===== config.mk =====
export PLATFORM = sky130hd
export DESIGN_NAME = cap_pad_emulator
export DESIGN_NICKNAME = d
export VERILOG_FILES = /design/src/rtl/cap_pad_emulator.sv
export SDC_FILE = /design/constraint.sdc
export NUM_CORES = 1
export LEC_CHECK = 0
export ABC_AREA = 1
export CAP_MARGIN = 25
export CORE_UTILIZATION = 30
export DETAILED_ROUTE_END_ITERATION = 10
export PLACE_DENSITY_LB_ADDON = 0.08
export SYNTH_ARGS = -nofsm -noshare
export SYNTH_HDL_FRONTEND = slang
export SYNTH_SLANG_ARGS = --single-unit

===== constraint.sdc =====
create_clock -name clk -period 3.4 [get_ports clk]
set_input_delay 0.34 -clock clk [delete_from_list [all_inputs] [get_ports clk]]
set_output_delay 0.34 -clock clk [all_outputs]
set_load 0.01 [all_outputs]

===== src/rtl/cap_pad_emulator.sv =====
// Behavioural capacitive-touch pad: follows the sensor's discharge enable and
// returns the pad voltage after a charge delay that grows with an emulated finger.
module cap_pad_emulator #(
    parameter int CW        = 15,
    parameter int JW        = 3,
    parameter int MIN_DISCH = 8
) (
    input  logic          clk,
    input  logic          reset,
    input  logic          probe_oe,
    input  logic          touch,
    input  logic [CW-1:0] base_delay,
    input  logic [CW-1:0] touch_extra,
    input  logic          jitter_en,
    input  logic          clear_err,
    output logic          pad_level,
    output logic          charging,
    output logic [CW-1:0] last_delay,
    output logic [7:0]    charge_count,
    output logic          err_short,
    output logic [1:0]    state
);
    localparam int DW = $clog2(MIN_DISCH + 1);

    typedef enum logic [1:0] {IDLE, DISCHARGE, CHARGING, CHARGED} state_t;

    state_t        state_q, state_d;
    logic [DW-1:0] dcnt_q, dcnt_d;
    logic [CW-1:0] remaining_q, remaining_d;
    logic [CW-1:0] last_delay_q, last_delay_d;
    logic [7:0]    count_q, count_d;
    logic [7:0]    lfsr_q, lfsr_d;
    logic          pad_q, pad_d;
    logic          charging_q, charging_d;
    logic          err_q, err_d;
    logic [CW+1:0] jit;
    logic [CW+1:0] sum;
    logic [CW-1:0] delay;

    generate
        if (JW > 0) begin : g_jit
            assign jit = jitter_en ? (CW+2)'(lfsr_q[JW-1:0]) : '0;
        end else begin : g_nojit
            assign jit = '0;
        end
    endgenerate

    // Wide sum so overflow saturates instead of wrapping; a zero delay still takes one cycle.
    assign sum = {2'b00, base_delay} + (touch ? {2'b00, touch_extra} : '0) + jit;
    always_comb begin
        delay = sum[CW-1:0];
        if (sum > {2'b00, {CW{1'b1}}}) delay = '1;
        else if (sum == '0)            delay = CW'(1);
    end

    always_comb begin
        state_d      = state_q;
        dcnt_d       = dcnt_q;
        remaining_d  = remaining_q;
        last_delay_d = last_delay_q;
        count_d      = count_q;
        pad_d        = pad_q;
        charging_d   = 1'b0;
        err_d        = err_q;
        lfsr_d       = {lfsr_q[6:0], lfsr_q[7] ^ lfsr_q[5] ^ lfsr_q[4] ^ lfsr_q[3]};
        if (clear_err) err_d = 1'b0;

        case (state_q)
            IDLE, CHARGED: begin
                pad_d = 1'b1;
                if (probe_oe) begin
                    state_d = DISCHARGE;
                    pad_d   = 1'b0;
                    dcnt_d  = DW'(1);
                end
            end
            DISCHARGE: begin
                pad_d = 1'b0;
                if (probe_oe) begin
                    if (dcnt_q < DW'(MIN_DISCH)) dcnt_d = dcnt_q + DW'(1);
                end else if (dcnt_q >= DW'(MIN_DISCH)) begin
                    state_d      = CHARGING;
                    charging_d   = 1'b1;
                    last_delay_d = delay;
                    remaining_d  = delay;
                end else begin
                    state_d = CHARGED;
                    pad_d   = 1'b1;
                    err_d   = 1'b1;
                end
            end
            CHARGING: begin
                remaining_d = remaining_q - CW'(1);
                if (probe_oe) begin
                    state_d = DISCHARGE;
                    pad_d   = 1'b0;
                    dcnt_d  = DW'(1);
                end else if (remaining_q == CW'(1)) begin
                    state_d = CHARGED;
                    pad_d   = 1'b1;
                    count_d = count_q + 8'd1;
                end else begin
                    charging_d = 1'b1;
                end
            end
            default: state_d = IDLE;
        endcase
    end

    always_ff @(posedge clk or negedge reset) begin
        if (!reset) begin
            state_q      <= IDLE;
            dcnt_q       <= '0;
            remaining_q  <= '0;
            last_delay_q <= '0;
            count_q      <= '0;
            lfsr_q       <= 8'h01;
            pad_q        <= 1'b1;
            charging_q   <= 1'b0;
            err_q        <= 1'b0;
        end else begin
            state_q      <= state_d;
            dcnt_q       <= dcnt_d;
            remaining_q  <= remaining_d;
            last_delay_q <= last_delay_d;
            count_q      <= count_d;
            lfsr_q       <= lfsr_d;
            pad_q        <= pad_d;
            charging_q   <= charging_d;
            err_q        <= err_d;
        end
    end

    assign pad_level    = pad_q;
    assign charging     = charging_q;
    assign last_delay   = last_delay_q;
    assign charge_count = count_q;
    assign err_short    = err_q;
    assign state        = state_q;
endmodule


==> impl_metrics.env, run 1 <==
export IMPL_crit_fanout=9
export IMPL_final_core_util_pct=41.5
export IMPL_cp_slowest_cell="fa_1"
export IMPL_cts_clk_slew_worst_paths_ns=0.07
export IMPL_clock_sinks=55
export IMPL_drt_iter0_drc=121
export IMPL_port_buffer_count=63
export IMPL_grt_pass1_wl_um=16500
export IMPL_p_per_area_nw_per_um2=543
export IMPL_cts_max_level=2
export IMPL_path_cells="clkdlybuf4s50_1, buf_4, nand2_1, fa_1, inv_1, ha_1, fa_1, nand2_2, nand2_2, nand3_2, nand2_2, nand2_1, nand3_2, a21oi_4, buf_4, nand3_2, a22o_1"
export IMPL_place_detailed_hpwl_um=7810
export IMPL_cts_hold_buf=0
export IMPL_instances_no_fill=837
export IMPL_syn_area_um2=4010
export IMPL_layout_drive_gt1_share_pct=13.1
export IMPL_slew_headroom_pct=53.7
export IMPL_rows=41
export IMPL_path_class="in -> reg"
export IMPL_cts_resized_gates=0
export IMPL_dieHeight_um=118
export IMPL_maxCapViolations=0
export IMPL_rsz0062_at_grt="no"
export IMPL_leakagePower_nw=2.80
export IMPL_final_nets=737
export IMPL_slowest_delay_ns=0.47
export IMPL_die_w_um=118
export IMPL_cts_path_max_buffers=2
export IMPL_postCtsSetupRepairBufs=0
export IMPL_worstPathArrival_ns=3.33
export IMPL_setup_slack_ns=0.245
export IMPL_place_ws_ns=-0.178
export IMPL_ir_drop_mv=0.198
export IMPL_worst_path_buf_inv=4
export IMPL_dieArea_um2=13800
export IMPL_cts_tree="yes"
export IMPL_period_minus_slack_ns=3.15
export IMPL_period_share_pct=92.8
export IMPL_ant_nets=0
export IMPL_critPathTopFamily="adder cells"
export IMPL_hold_class="in -> async"
export IMPL_antenna_found_initial=0
export IMPL_synth_cells=561
export IMPL_numPlacedInstances=829
export IMPL_ys_ff_latch=55
export IMPL_ys_types=32
export IMPL_wl_per_cell_um=11.4
export IMPL_wl_um=9510
export IMPL_clock_skew_ns=0.00631
export IMPL_start_kind="input port"
export IMPL_pin_count=64
export IMPL_hold_viol=0
export IMPL_diodes=0
export IMPL_hold_slack_ns=0.0534
export IMPL_root_buffer="clkbuf_16"
export IMPL_core_area_um2=12800
export IMPL_synth_warnings=0
export IMPL_syn_num_nets=634
export IMPL_overflow=0
export IMPL_via_count=3673
export IMPL_ys_seq_area_share_pct=34.4
export IMPL_numCtsBuffers=5
export IMPL_setup_violations=0
export IMPL_grt_util_all_layers_pct=14.5
export IMPL_grt_max_degree=30
export IMPL_avgViaCountPerCell=4.39
export IMPL_area_growth_syn_to_layout_pct=32.5
export IMPL_avgSynthCellArea_um2=7.15
export IMPL_place_congestion=0.810
export IMPL_drc=0
export IMPL_grt_pass1_vias=3617
export IMPL_clock_latency_ns=0.29
export IMPL_initial_utilization_pct=31.3
export IMPL_dr_pass1_iters=4
export IMPL_drv_slew=0
export IMPL_fmax_ghz=0.317
export IMPL_status="complete, no violations"
export IMPL_max_slew_worst_pin_slew_ns=0.695
export IMPL_critPathCaptureType="flop"
export IMPL_worstPathRequired_ns=3.58
==> stage by stage <==
stage	total power [mW]	cell area (um^2)	TNS [ns]
2_1_floorplan	1.76	4010	0
3_3_place_gp	2.31	5120	-0.998
3_5_place_dp	2.32	5120	-1.90
4_1_cts	2.93	5300	0
5_1_grt	3.14	5320	0
6_report	2.89	5320	0
==> layout by cell type (no fill, tap or decap), types with 6 or more instances in the layout <==
cell type / instances
a21oi_1: 18
a21oi_2: 7
a31oi_1: 11
buf_4: 42
clkdlybuf4s50_1: 62
dfrtp_1: 53
ha_1: 33
inv_1: 85
nand2_1: 164
nand2_2: 8
nand3_1: 23
nand3b_1: 6
nand4_1: 6
nor2_1: 55
o21ai_0: 28
xnor2_1: 6
xor2_1: 8
==> sequential cells by signal (all words and copies together) (netlist names) <==
| signal | cells |
|---|---|
| last_delay | 15 |
| remaining_q | 15 |
| charge_count | 8 |
| lfsr_q | 8 |
| dcnt_q | 4 |
| state | 2 |
| charging | 1 |
| err_short | 1 |
| pad_level | 1 |
==> synthesized netlist by cell type (all sizes together) <==
master / n / area, um^2
nand3: 28 / 160
o22ai: 1 / 6.26
nor2: 60 / 238
inv: 90 / 338
and3: 1 / 6.26
buf: 4 / 26.3
o31ai: 1 / 7.51
ha: 33 / 413
xnor2: 6 / 52.6
nand3b: 6 / 45.0
o21ai: 33 / 165
fa: 4 / 80.1
xor2: 8 / 70.1
nand4: 6 / 37.5
a32o: 1 / 10.0
dfrtp: 53 / 1330
nor3: 7 / 45.0
a31oi: 11 / 68.8
dfstp: 2 / 52.6
a21oi: 26 / 160
a22oi: 1 / 7.51
nand2: 173 / 669
a22o: 1 / 8.76
clkbuf: 5 / 18.8
==> cell type report <==
| class | instances | area, um^2 |
|---|---|---|
| clock buffers | 6 | 139 |
| clock inverters | 2 | 35.0 |
| fillers | 1381 | 7510 |
| inverters | 90 | 338 |
| multi-input cells | 407 | 2270 |
| flip-flops and latches | 55 | 1380 |
| well taps | 172 | 215 |
| repair buffers | 105 | 941 |
==> report_power, final <==
| group | switching (mW) | internal [mW] | leakage (nW) |
|---|---|---|---|
| Combinational | 0.677 | 0.592 | 2.04 |
| Sequential | 0.161 | 0.866 | 0.681 |
| Clock | 0.227 | 0.366 | 0.0868 |
| Total | 1.06 | 1.82 | 2.80 |
==> cells by family after synthesis <==
family                     share of synthesized area [%]
buffers and inverters                               9.54
AOI/OAI and AO/OA                                   10.8
and+or+nand+nor                                     29.9
DFF                                                 34.4
xor gates and xnor gates                            3.06
adders and majority gates                           12.3
==> layer usage <==
layer / track usage [%] / vias to the layer above / wire length (um)
met3: 1.70 / 5 / 213
li1: - / 1979 / -
met1: 18.1 / 1630 / 4530
met2: 26.2 / 59 / 4680
met5: 0 / - / 0
met4: 3.61 / 0 / 91
==> final timing paths <==
kind                           start             end  slack, ns  depth (start not counted)
setup / recovery               touch  remaining_q[9]       0.25                         17
hold / removal                 reset       err_short       0.05                          1
setup reg to reg           lfsr_q[1]  remaining_q[9]       0.53                         15
hold reg to reg            lfsr_q[6]       lfsr_q[7]       0.36                          0
max in group asynchronous      reset       lfsr_q[0]       2.50                          2
min in group clk           lfsr_q[6]       lfsr_q[7]       0.36                          0
Note: power is estimated with default switching activity, not from simulation.
==> inputs of run 2 (changes only) <==
CAP_MARGIN = unset   (was 25)
CTS_BUF_LIST = sky130_fd_sc_hd__clkbuf_4 sky130_fd_sc_hd__clkbuf_8   (was unset)
==> impl_metrics.env, run 2 (synthesized netlist as in run 1, its figures left out) <==
export IMPL_power_share_clock_pct=16.4
export IMPL_clock_latency_ns=0.31
export IMPL_clock_sinks=55
export IMPL_cts_resized_gates=0
export IMPL_instances_no_fill=837
export IMPL_cts_tree="yes"
export IMPL_path_depth=19
export IMPL_period_share_pct=93.9
export IMPL_critPathCaptureType="flop"
export IMPL_start_kind="input port"
export IMPL_period_minus_slack_ns=3.19
export IMPL_hold_viol=0
export IMPL_final_common_cell="nand2_1"
export IMPL_wl_um=9560
export IMPL_clock_skew_ns=0.0109
export IMPL_worstReg2RegStart="lfsr_q[1]"
export IMPL_avgViaCountPerCell=4.41
export IMPL_drt_iter0_drc=148
export IMPL_wl_per_cell_um=11.4
export IMPL_pwr_share_comb_pct=46.2
export IMPL_drc=0
export IMPL_antenna_found_initial=0
export IMPL_internal_power_mw=1.70
export IMPL_numCtsBuffers=5
export IMPL_diodes=0
export IMPL_leakagePower_nw=2.77
export IMPL_slew_headroom_pct=52.5
export IMPL_slowest_delay_ns=0.47
export IMPL_numPlacedInstances=829
export IMPL_hold_class="in -> async"
export IMPL_dr_pass1_iters=4
export IMPL_seq_power_share_pct=37.3
export IMPL_pin_count=64
export IMPL_dieArea_um2=13800
export IMPL_postCtsSetupRepairBufs=0
export IMPL_worstPathRequired_ns=3.60
export IMPL_rows=41
export IMPL_place_area_um2=5120
export IMPL_place_detailed_hpwl_um=7810
export IMPL_p_switching_mw=1.05
export IMPL_cp_slowest_cell="fa_1"
export IMPL_r2r_end="remaining_q[3]"
export IMPL_cts_path_max_buffers=2
export IMPL_core_area_um2=12800
export IMPL_grt_pass1_vias=3612
export IMPL_cp_startpoint="touch"
export IMPL_grt_util_all_layers_pct=14.6
export IMPL_dieHeight_um=118
export IMPL_path_class="in -> reg"
export IMPL_final_nets=737
export IMPL_rrSetupSlack_ns=0.46
export IMPL_layout_common_cells="nand2_1 (165), inv_1 (85), clkdlybuf4s50_1 (62), nor2_1 (55), dfrtp_1 (53)"
export IMPL_cpMostUsedCell="nand2_1"
export IMPL_finish_instance_area_um2=5250
export IMPL_place_congestion=0.810
export IMPL_crit_fanout=9
export IMPL_via_count=3692
export IMPL_critPathTopFamily="simple AND/OR/NAND/NOR gates"
export IMPL_cts_hold_buf=0
export IMPL_overflow=0
export IMPL_layout_drive_gt1_share_pct=12.8
export IMPL_worst_path_buf_inv=3
export IMPL_grt_pass1_wl_um=16600
export IMPL_rsz0062_at_grt="yes"
export IMPL_area_growth_syn_to_layout_pct=30.9
export IMPL_setup_violations=0
export IMPL_fmax_ghz=0.313
export IMPL_ir_drop_mv=0.201
export IMPL_crit_end="remaining_q[3]"
export IMPL_path_cells="clkdlybuf4s50_1, buf_4, nand2_1, fa_1, inv_1, ha_1, fa_1, nand2_2, nand2_2, nand3_2, nand2_2, nand2_1, nand3_1, nand2_1, nand2_4, nor2_1, nand2_1, nand3_1, o21ai_1"
export IMPL_ant_nets=0
export IMPL_root_buffer="clkbuf_8"
export IMPL_grt_max_degree=30
export IMPL_p_sw_share_pct=38.3
export IMPL_reg2regPathDepth=17
export IMPL_status="complete, no violations"
export IMPL_die_w_um=118
export IMPL_cts_clk_slew_worst_paths_ns=0.10
export IMPL_maxCapViolations=0
export IMPL_drv_slew=0
export IMPL_initial_utilization_pct=31.3
export IMPL_port_buffer_count=63
export IMPL_p_per_area_nw_per_um2=523
export IMPL_cts_max_level=2
export IMPL_max_slew_worst_pin_slew_ns=0.713
export IMPL_worstPathArrival_ns=3.39
-- run 2: cell counts in the layout (fill, tap and decap cells not counted) --
No cell type changed its count.
-- run 2: how the worst min path moves through the flow --
stage | endpoint | slack [ns] | cells past startpoint
3_3_place_gp | lfsr_q[7] | 0.34 | 0
2_1_floorplan | charge_count[0] | 0.04 | 0
3_5_place_dp | lfsr_q[7] | 0.34 | 0
5_1_grt | err_short | 0.06 | 1
4_1_cts | err_short | 0.04 | 1
6_report | err_short | 0.02 | 1
-- run 2: layout make-up --
| type | count | area [um^2] |
|---|---|---|
| inverter | 90 | 338 |
| clock buffer | 6 | 82.6 |
| tap | 172 | 215 |
| timing repair buffer | 105 | 941 |
| clock inverter | 2 | 35.0 |
| sequential | 55 | 1380 |
| fill | 1391 | 7570 |
| multi-input combinational | 407 | 2260 |
-- run 2: routing by layer --
| metal | GRT usage (%) | wire, um | part of all wire (%) |
|---|---|---|---|
| met1 | 18.2 | 4480 | 47 |
| met4 | 4.41 | 142 | 1.5 |
| met3 | 1.74 | 244 | 2.6 |
| met5 | 0 | 0 | 0 |
| met2 | 26.1 | 4690 | 49 |
-- run 2: worst register-to-register path: stages (launching register included) --
cell and delay, ns:
dfrtp_1 0.36, nand2_1 0.08, fa_1 0.50, inv_1 0.04
ha_1 0.21, fa_1 0.40, nand2_2 0.10, nand2_2 0.06
nand3_2 0.07, nand2_2 0.06, nand2_1 0.08, nand3_1 0.14
nand2_1 0.18, nand2_4 0.12, nor2_1 0.20, nand2_1 0.07
nand3_1 0.07, o21ai_1 0.07
-- run 2: power by group through the flow --
stage,Sequential [mW],Clock [mW],Combinational [mW]
floorplan,1.05,0,0.711
global placement,1.04,0,1.27
detailed placement,1.04,0,1.28
CTS,1.03,0.471,1.28
global route,1.06,0.500,1.44
finish,1.03,0.452,1.27
-- run 2: metrics by stage --
stage,hold WS (ns),power [mW],TNS [ns],worst slack [ns],util (%)
final,0.0208,2.75,0,0.207,41.0
after global routing,0.0645,3.00,-0.0219,-0.0117,41.0
after CTS,0.0404,2.79,0,0.151,40.9
after detailed placement,0.339,2.32,-1.90,-0.178,40.0
after global placement,0.340,2.31,-0.998,-0.128,40.0
after floorplan,0.0444,1.76,0,0.456,-
==> RTL change (config.mk and constraints of run 1) <==
`JW`: 3 -> 2.
--- a/src/rtl/cap_pad_emulator.sv
+++ b/src/rtl/cap_pad_emulator.sv
@@ -3,5 +3,5 @@
 module cap_pad_emulator #(
     parameter int CW        = 15,
-    parameter int JW        = 3,
+    parameter int JW        = 2,
     parameter int MIN_DISCH = 8
 ) (
Behaviour: not the same (a bounded check fails within 10 cycles, from zero or initial values and one cycle with reset low).
==> RTL change against run 1 <==
  * The run now ends with DRC left
  * Area after synthesis up 0.75%
  * First-iteration DRC count down 0.83%
  * Setup slack better by 0.052 ns
  * Sequential cell count unchanged
  * Routed wire length down 0.82%
  * Critical path depth up 1
  * Cell area down 3.7%
  * Core utilization down 2.6 points
  * Count of clock-buffer cells in the layout down 1
  * Total power down 2.4%
  * Fmax up 1.7%
  * Clock skew up 0.0044 ns
  * Clock power down 8.8%
  * Critical path type unchanged
  * Largest cell class unchanged
  * Largest power group unchanged
  * Highest routed layer unchanged
==> RTL change: results (changes against run 1) <==
HP Class in -> async; remaining max-slew budget at the tightest pin 0.456 (-0.0806); leakage power 0.00266 µW (-5.1%); highest net fanout along the worst path 12 (+3); Max Transition Viols Final 0 (unchanged); routing usage on met1 0.168 (-0.0126); first-pass GRT wire length 15900 µm (-3.8%); total clock buffers created by CTS 5 (unchanged); gate count after technology mapping 557 (-0.71%); worst flop-to-flop path endpoint remaining_q[3]; logic depth of the worst register-to-register path 17 (+2); count of instances resized after the clock tree is built 0 (unchanged); estimated wirelength of the detail-placed design 7640 µm (-2.1%); post-synth cell types 36 (+13%); worst slack, placed -0.0616 ns (+0.116 ns); Post-Route Skew 0.0107 ns (+0.00437 ns); FFs w/ async S/R, synth 1.00 (unchanged); Synth Area in XOR/XNOR 0.0368 (+0.00627); Total Nets Final 708 (-3.9%); Main synth FF type sky130_fd_sc_hd__dfrtp_1; antenna violations before repair 0 (unchanged); clock-pin slew on the worst setup and hold paths 0.07 ns (about the same); largest buffer count on any clock path 2 (unchanged); Max H-tree Level 2 (unchanged); maximum number of pins on one net before global-route repair 36 (+20%); Skew-Pair Late Insertion Delay 0.30 ns; initial DRC count 120 (-0.83%); Tot GR Track Use 0.142 (-0.00241); M2 GR Usage 0.264 (+0.00257); Worst Hold Slack 0.129 ns (+0.0758 ns); count of synthesis-stage warnings from yosys 0 (unchanged); drc violations 1 (+1); fill cell instance count of the final layout 1416 (+2.5%); Vias/cell 4.41 (+0.50%); total placed cells including tap cells 804 (-3.0%); compound-cell area share of the yosys netlist 0.0963 (-0.0119); leading cell types by total area after synthesis sky130_fd_sc_hd__dfrtp_1 (33%), sky130_fd_sc_hd__nand2_1 (15%), sky130_fd_sc_hd__ha_1 (11%); adder and majority cell fraction of the synthesized area 0.120 (-0.00277); violations in the final reports DRC; register-to-register setup slack 0.52 ns; run status finished with violations; proportion of synthesized chip area in sequential cells 0.341 (-0.00255); reg2reg start lfsr_q[1]; placer congestion estimate 0.804 (-0.65%); proportion of synthesized area in mux cells 0 (unchanged); met3 track utilization from global routing 0.0170 (unchanged); count of inserted antenna diode cells 0 (unchanged); clock root buffer sky130_fd_sc_hd__clkbuf_16; average detailed-routed wire length per instance 11.6 µm (+2.2%); commonest cells in the synthesized netlist sky130_fd_sc_hd__nand2_1 (160), sky130_fd_sc_hd__inv_1 (76), sky130_fd_sc_hd__nor2_1 (59); number of buffers inserted to repair setup after CTS 0 (unchanged); number of global-route vias before repair 3413 (-5.6%); Post-Syn Nets 630 (-0.63%); Max IR drop VDD 0.223 mV (+12%); total wirelength of the detailed-routed design 9430 µm (-0.82%); proportion of layout cells with a drive suffix above 1 0.110 (-0.0208); length of the first detailed-routing pass in iterations 7 (+3); input/output buffers 63 (unchanged)
-- RTL change: changes by cell type in the layout (fill, tap and decap cells not counted), sizes merged, moves of 2 or more --
cell,change
a21oi,+3
a31oi,+2
buf,-24
inv,-4
nand2,+2
nand3,-4
nand4,-2
nor2,+5
o21ai,-9
xnor2,+2
-- RTL change: worst max-delay path by stage --
stage	startpoint	endpoint	slack, ns	depth (start not counted)
2_1_floorplan	touch	remaining_q[11]	0.52	19
3_3_place_gp	touch	remaining_q[3]	-0.02	19
3_5_place_dp	touch	remaining_q[3]	-0.06	19
4_1_cts	touch	remaining_q[3]	0.26	19
5_1_grt	touch	remaining_q[8]	0.07	19
6_report	touch	remaining_q[3]	0.30	18
-- RTL change: routing by layer --
metal | routed length, µm | vias to the layer above
met3 | 252 | 7
met1 | 4340 | 1601
met4 | 125 | 0
met5 | 0 | -
li1 | - | 1911
met2 | 4710 | 62
-- RTL change: per-stage QoR --
| stage | area (µm²) | util |
|---|---|---|
| floorplan | 4040 | - |
| global placement | 4970 | 0.377 |
| detailed placement | 4970 | 0.377 |
| CTS | 5120 | 0.388 |
| global route | 5120 | 0.388 |
| finish | 5120 | 0.388 |
-- RTL change: where the power goes --
part / switching, µW / total (µW) / leakage, µW / internal (µW)
Combinational: 673 / 1240 / 0.00191 / 571
Sequential: 169 / 1040 / 0.000676 / 867
Clock: 259 / 541 / 0.0000759 / 282
-- RTL change: logic make-up after synthesis --
logic type,count (synthesis)
AOI/OAI and AO/OA,70
buffers and inverters,95
xor gates and xnor gates,17
adders and majority gates,37
DFF,55
and+or+nand+nor,283
-- RTL change: critical path, stage by stage --
cell                              delay, ns
sky130_fd_sc_hd__clkdlybuf4s50_1       0.54
sky130_fd_sc_hd__nand2_1               0.09
sky130_fd_sc_hd__fa_1                  0.48
sky130_fd_sc_hd__inv_1                 0.04
sky130_fd_sc_hd__ha_1                  0.22
sky130_fd_sc_hd__fa_1                  0.40
sky130_fd_sc_hd__nand2_2               0.10
sky130_fd_sc_hd__nand2_2               0.08
sky130_fd_sc_hd__nand3_2               0.09
sky130_fd_sc_hd__nand2_2               0.07
sky130_fd_sc_hd__nand2_1               0.07
sky130_fd_sc_hd__nand3b_1              0.09
sky130_fd_sc_hd__nand2_2               0.11
sky130_fd_sc_hd__nand2_4               0.08
sky130_fd_sc_hd__inv_4                 0.13
sky130_fd_sc_hd__o21ai_1               0.12
sky130_fd_sc_hd__o21ai_0               0.17
sky130_fd_sc_hd__nand2_1               0.07
-- RTL change: final cells by class --
class	instances	share of cell area
clock buffers	5	0.0244
repair buffers	81	0.149
multi-input cells	407	0.446
flip-flops and latches	55	0.269
clock inverters	3	0.00562
inverters	85	0.0628
well taps	176	0.0430
